**src/rtl/qupls_wrport_arb_pkg.sv**
```systemverilog
// qupls_wrport_arb_pkg: shared register-file writeback types, sizes and source numbers
package qupls_wrport_arb_pkg;

    localparam int ROB_ENTRIES = 32;
    localparam int NPREG       = 512;
    localparam int NWRPORT     = 2;
    localparam int NWBSRC      = 7;

    typedef logic [$clog2(NPREG)-1:0]       pregno_t;
    typedef logic [63:0]                    value_t;
    typedef logic [$clog2(ROB_ENTRIES)-1:0] rob_ndx_t;

    typedef enum logic [2:0] {
        WB_ALU0,
        WB_ALU1,
        WB_FPU0,
        WB_FPU1,
        WB_FCU,
        WB_LD0,
        WB_LD1
    } wb_src_e;

endpackage

```
**src/rtl/qupls_rr_multigrant.sv**
```systemverilog
// qupls_rr_multigrant: rotating arbiter granting up to G requesters in scan order from ptr
module qupls_rr_multigrant #(
    parameter int N = 7,
    parameter int G = 2,
    localparam int IW = (N > 1) ? $clog2(N) : 1,
    localparam int CW = $clog2(G + 1)
) (
    input  logic [N-1:0]          req,
    input  logic [IW-1:0]         ptr,
    output logic [N-1:0]          grant,
    output logic [G-1:0][IW-1:0]  gidx,
    output logic [CW-1:0]         gcnt,
    output logic [IW-1:0]         last
);

    logic [IW:0] s;

    // walk ptr, ptr+1, ... wrapping at N and take the first G active requesters
    always_comb begin
        grant = '0;
        gidx  = '0;
        gcnt  = '0;
        last  = ptr;
        s     = '0;
        for (int j = 0; j < N; j++) begin
            s = {1'b0, ptr} + (IW+1)'(j);
            if (s >= (IW+1)'(N))
                s = s - (IW+1)'(N);
            if (req[s[IW-1:0]] && gcnt < CW'(G)) begin
                grant[s[IW-1:0]] = 1'b1;
                for (int k = 0; k < G; k++)
                    if (gcnt == CW'(k))
                        gidx[k] = s[IW-1:0];
                gcnt = gcnt + CW'(1);
                last = s[IW-1:0];
            end
        end
    end

endmodule

```
**src/rtl/qupls_wrport_arb.sv**
```systemverilog
// qupls_wrport_arb: holds FU results and drains them onto shared register-file write ports
module qupls_wrport_arb
    import qupls_wrport_arb_pkg::*;
#(
    parameter int NREQ  = NWBSRC,
    parameter int NPORT = NWRPORT,
    localparam int SW = (NREQ > 1) ? $clog2(NREQ) : 1,
    localparam int CW = $clog2(NPORT + 1)
) (
    input  logic                     clk,
    input  logic                     rst,
    input  logic [ROB_ENTRIES-1:0]   stomp_i,
    input  logic [NREQ-1:0]          req_v,
    output logic [NREQ-1:0]          req_rdy,
    input  pregno_t [NREQ-1:0]       req_pRt,
    input  value_t [NREQ-1:0]        req_res,
    input  rob_ndx_t [NREQ-1:0]      req_rndx,
    output logic [NREQ-1:0]          hold_full,
    output logic [NPORT-1:0]         wr_v,
    output pregno_t [NPORT-1:0]      wr_pRt,
    output value_t [NPORT-1:0]       wr_res,
    output rob_ndx_t [NPORT-1:0]     wr_rndx,
    output logic [NPORT-1:0][SW-1:0] wr_src
);

    logic [NREQ-1:0]          hold_v_q, hold_v_d;
    pregno_t [NREQ-1:0]       hold_pRt_q, hold_pRt_d;
    value_t [NREQ-1:0]        hold_res_q, hold_res_d;
    rob_ndx_t [NREQ-1:0]      hold_rndx_q, hold_rndx_d;
    logic [SW-1:0]            rr_ptr_q, rr_ptr_d;
    logic [NPORT-1:0]         wr_v_q, wr_v_d;
    pregno_t [NPORT-1:0]      wr_pRt_q, wr_pRt_d;
    value_t [NPORT-1:0]       wr_res_q, wr_res_d;
    rob_ndx_t [NPORT-1:0]     wr_rndx_q, wr_rndx_d;
    logic [NPORT-1:0][SW-1:0] wr_src_q, wr_src_d;

    logic [NREQ-1:0]          hold_stomp, elig, grant;
    logic [NPORT-1:0][SW-1:0] gidx;
    logic [CW-1:0]            gcnt;
    logic [SW-1:0]            last;

    // a held entry whose ROB slot is being flushed is not worth a write port
    always_comb begin
        hold_stomp = '0;
        elig       = '0;
        for (int i = 0; i < NREQ; i++) begin
            hold_stomp[i] = stomp_i[hold_rndx_q[i]];
            elig[i]       = hold_v_q[i] && !hold_stomp[i];
        end
    end

    qupls_rr_multigrant #(.N(NREQ), .G(NPORT)) u_arb (
        .req   (elig),
        .ptr   (rr_ptr_q),
        .grant (grant),
        .gidx  (gidx),
        .gcnt  (gcnt),
        .last  (last)
    );

    // a slot can take a new result whenever its current occupant leaves this cycle
    always_comb begin
        req_rdy   = '0;
        hold_full = '0;
        for (int i = 0; i < NREQ; i++) begin
            req_rdy[i]   = !hold_v_q[i] || grant[i] || hold_stomp[i];
            hold_full[i] = hold_v_q[i] && !grant[i];
        end
    end

    // next holding state, registered write ports and pointer advance past the last grant
    always_comb begin
        hold_v_d    = hold_v_q & ~grant & ~hold_stomp;
        hold_pRt_d  = hold_pRt_q;
        hold_res_d  = hold_res_q;
        hold_rndx_d = hold_rndx_q;
        for (int i = 0; i < NREQ; i++) begin
            if (req_v[i] && req_rdy[i] && !stomp_i[req_rndx[i]]) begin
                hold_v_d[i]    = 1'b1;
                hold_pRt_d[i]  = req_pRt[i];
                hold_res_d[i]  = req_res[i];
                hold_rndx_d[i] = req_rndx[i];
            end
        end
        wr_v_d    = '0;
        wr_pRt_d  = '0;
        wr_res_d  = '0;
        wr_rndx_d = '0;
        wr_src_d  = '0;
        for (int k = 0; k < NPORT; k++) begin
            if (gcnt > CW'(k)) begin
                wr_v_d[k]    = 1'b1;
                wr_pRt_d[k]  = hold_pRt_q[gidx[k]];
                wr_res_d[k]  = hold_res_q[gidx[k]];
                wr_rndx_d[k] = hold_rndx_q[gidx[k]];
                wr_src_d[k]  = gidx[k];
            end
        end
        rr_ptr_d = (gcnt == '0) ? rr_ptr_q : (last == SW'(NREQ - 1)) ? '0 : last + SW'(1);
    end

    // state registers
    always_ff @(posedge clk) begin
        if (rst) begin
            hold_v_q    <= '0;
            hold_pRt_q  <= '0;
            hold_res_q  <= '0;
            hold_rndx_q <= '0;
            rr_ptr_q    <= '0;
            wr_v_q      <= '0;
            wr_pRt_q    <= '0;
            wr_res_q    <= '0;
            wr_rndx_q   <= '0;
            wr_src_q    <= '0;
        end else begin
            hold_v_q    <= hold_v_d;
            hold_pRt_q  <= hold_pRt_d;
            hold_res_q  <= hold_res_d;
            hold_rndx_q <= hold_rndx_d;
            rr_ptr_q    <= rr_ptr_d;
            wr_v_q      <= wr_v_d;
            wr_pRt_q    <= wr_pRt_d;
            wr_res_q    <= wr_res_d;
            wr_rndx_q   <= wr_rndx_d;
            wr_src_q    <= wr_src_d;
        end
    end

    assign wr_v    = wr_v_q;
    assign wr_pRt  = wr_pRt_q;
    assign wr_res  = wr_res_q;
    assign wr_rndx = wr_rndx_q;
    assign wr_src  = wr_src_q;

endmodule

```
**config.mk**
```make
export PLATFORM = sky130hd
export DESIGN_NAME = qupls_wrport_arb
export DESIGN_NICKNAME = d
export VERILOG_FILES = /design/src/rtl/qupls_wrport_arb_pkg.sv /design/src/rtl/qupls_rr_multigrant.sv /design/src/rtl/qupls_wrport_arb.sv
export SDC_FILE = /design/constraint.sdc
export NUM_CORES = 2
export LEC_CHECK = 0
export CAP_MARGIN = 15
export CORE_ASPECT_RATIO = 0.9
export CORE_MARGIN = 10
export CORE_UTILIZATION = 50
export CTS_CLUSTER_DIAMETER = 50
export DETAILED_ROUTE_END_ITERATION = 16
export PLACE_DENSITY_LB_ADDON = 0.08
export SYNTH_ARGS = -nofsm -noshare
export SYNTH_HDL_FRONTEND = slang
export SYNTH_SLANG_ARGS = --single-unit
export TNS_END_PERCENT = 20
```
**constraint.sdc**
```tcl
create_clock -name clk -period 17 [get_ports clk]
set_input_delay 3.4 -clock clk [delete_from_list [all_inputs] [get_ports clk]]
set_output_delay 3.4 -clock clk [all_outputs]
set_load 0.02 [all_outputs]
```
==> flow_metrics.tcl <==
set metrics [dict create \
    syn2layout_area_growth_pct 27.1 \
    critPathArrivalTime_ps 12110 \
    chipWidth_um 313 \
    rsz0062_at_grt "no" \
    grt_pass1_vias 36800 \
    final_util_pct 64.3 \
    maxSlewViolCount 0 \
    worst_pin_slew_ps 1320 \
    synth_mux_area_share_pct 21.6 \
    finish.instance_area_um2 49200 \
    final_antenna_net_count 0 \
    place_ws_ps 1490 \
    firstDrtPassIters 6 \
    cts_buffer_depth 3 \
    outcome "complete, no violations" \
    synth-adder-area-share_pct 0.763 \
    cts_setup_buffers 0 \
    cts_buffers 82 \
    crit_type "input pin to primary output" \
    dieArea_um2 89000 \
    ys_types 88 \
    antenna_found_initial 75 \
    critical-path-max-stage-delay_ps 930 \
    synth-main-ff-cell "dfxtp_1" \
    synth_compound_area_share_pct 18.2 \
    critPathLaunchType "input pin" \
    synthesis.area_um2 38700 \
    clock_latency_ps 670 \
    cp_common_cell "ha_1" \
    synth_simple_gate_area_share_pct 16.0 \
    via_per_inst 6.38 \
    finalSetupViolations 0 \
    finalHoldViolCount 0 \
    portBuffers 764 \
    avgSynthCellArea_um2 8.64 \
    cp.required_ps 13600 \
    ys_ff_latch 720 \
    fin_crit_ps 15510 \
    dpl_cell_area_um2 46300 \
    die_y_um 284 \
    route.detailed.drc 0 \
    cts-resized-gates 0 \
    clkSlewWorstSetupHoldPaths_ps 60 \
    overflow 0 \
    drt_iter0_drc 4767 \
    cts_tree "built" \
    cts_root_buf "clkbuf_16" \
    yosys.area.top_type_share_pct 37.2 \
    nets 5584 \
    detail_route.wl_per_cell_um 29.2 \
    yosys_warnings 0 \
    cts.sinks 720 \
    synth_top_cell_by_area "dfxtp_1" \
    postCtsHoldBufs 0 \
    dp.final_hpwl_um 122000 \
    htree_levels 3 \
    synthesis.nets 5088 \
    synth_xor_area_share_pct 0.459 \
    totalWireLength_um 179000 \
    row_count 96 \
    synth_cells 4478 \
    endpoint_kind "primary output" \
    skew_ps 43.8 \
    fin_ws_ps 1490 \
    num_io_pins 765 \
    grt_pass1_wl_um 255000 \
    synth_enable_flop_cells 0 \
    grt_max_degree 181 \
    netlist_top_cells_area "dfxtp_1 37%, mux2i_1 15%, nand2_1 8.6%, a21oi_1 5.7%, nor2_1 4.3%" \
    hold_class "flip-flop to flip-flop" \
    vias 39100 \
    final.setup.tns_ps 0 \
    cpMaxStageDelayCell "clkdlybuf4s50_1" \
    synth_top_family_by_area "multiplexers" \
    fin_crit_sh_pct 91.2 \
    place_congestion 1.07 \
    grt_usage_pct 37.9 \
    fmax_mhz 64.5 \
    critPathMaxFanout 14 \
    drv_cap 0 \
    ys_seq_area_share_pct 37.2 \
    start_util_pct 50.6 \
    synth-async-reset-ratio_pct 0 \
    core_um2 76500 \
    max_slew_margin_pct 11.2 \
    layout-drive-gt1-share_pct 7.54 \
]
==> state kept, by name, indices dropped and copies added (netlist names) <==
name         flops
hold_pRt_q      63
hold_res_q     448
hold_rndx_q     35
hold_v_q         7
rr_ptr_q         3
wr_pRt          18
wr_res         128
wr_rndx         10
wr_src           6
wr_v             2
==> metal layers <==
metal | wire, µm | share of wire [%] | track usage [%] | vias to the layer above
met3 | 22700 | 13 | 13.1 | 519
met5 | 218 | 0.12 | 0 | -
met4 | 9880 | 5.5 | 20.7 | 36
met2 | 77600 | 43 | 56.2 | 2572
li1 | - | - | - | 17200
met1 | 68700 | 38 | 47.6 | 18800
==> synth_stat cells, types with 8 or more instances <==
master    instances
nand3_1          56
inv_1            29
nand4_1          17
nand2b_1         23
mux4_2           70
a221o_1          81
nand2_1         883
o21ai_1           8
xnor2_1          10
o21ai_0          15
buf_4            51
buf_6            26
buf_1            10
buf_2           109
o31ai_1           8
a221oi_1         87
clkbuf_1        212
a211oi_1         91
nor4_1           11
a22oi_1          29
nor3_1           23
a21oi_1         441
a31oi_1          16
a21o_1           11
ha_1             22
dfxtp_1         720
nor2_1          443
a32oi_1          81
and3_1           11
nor2b_1          18
mux2i_1         587
a22o_1           83
mux2_1           10
and2_1           16
mux2_2           72
==> final cells by class <==
cell class	instances	area, µm²
tap	1029	1290
antenna	62	155
clock buffer	114	2330
inverter	34	130
multi-input combinational	3316	22300
sequential	720	14400
timing repair buffer	820	8180
clock inverter	35	415
fill	6509	27300
==> worst paths after layout <==
kind / startpoint / depth (start not counted) / end / slack [ps]
worst max register to register: rr_ptr_q[2]$_SDFFE_PP0P_ / 33 / wr_res[7]$_SDFF_PP0_ / 5650
worst max-delay path: stomp_i[18] / 27 / req_rdy[0] / 1490
worst min-delay path: hold_res_q[436]$_SDFFE_PP0P_ / 2 / hold_res_q[436]$_SDFFE_PP0P_ / 470
worst min register to register: hold_res_q[436]$_SDFFE_PP0P_ / 2 / hold_res_q[436]$_SDFFE_PP0P_ / 470
==> cell families (layout without fill, tap and decap cells) <==
group | count (synthesis) | count (layout)
fa+ha+maj | 23 | 23
buf+inv | 442 | 1003
other cells | 0 | 62
simple gates | 1527 | 1527
xor+xnor | 17 | 17
mux | 739 | 739
compound gates | 1010 | 1010
flops | 720 | 720
==> stage by stage <==
| stage | cells | hold WS (ps) |
|---|---|---|
| final | 6130 | 471 |
| after global routing | 6121 | 492 |
| after CTS | 6066 | 470 |
| after detailed placement | 5917 | 461 |
| after global placement | 5917 | 459 |
| after floorplan | 4478 | 449 |
==> placed cells by master (no fill, tap or decap), types with 23 or more instances in the layout <==
cell type / count
buf_4: 45
nand2_1: 881
mux2_2: 72
a22o_1: 83
mux2i_1: 587
nor2_1: 443
nor3_1: 23
nand3_1: 55
a32oi_1: 81
a221o_1: 81
clkdlybuf4s50_1: 763
a221oi_1: 87
inv_1: 29
clkbuf_16: 82
a21oi_1: 439
a211oi_1: 91
nand2b_1: 23
mux4_2: 70
dfxtp_1: 720
diode_2: 62
a22oi_1: 29
==> worst max-delay path: cells and delay by family <==
family / cells / cell delay (ps)
buffers and inverters: 5 / 1930
AOI/OAI and AO/OA: 6 / 2540
adders and majority gates: 4 / 1200
muxes: 1 / 160
and+or+nand+nor: 11 / 2840
Power is left out: the tool's default activity adds up to more than one toggle a clock period on the data nets, which glitch-free logic cannot reach.
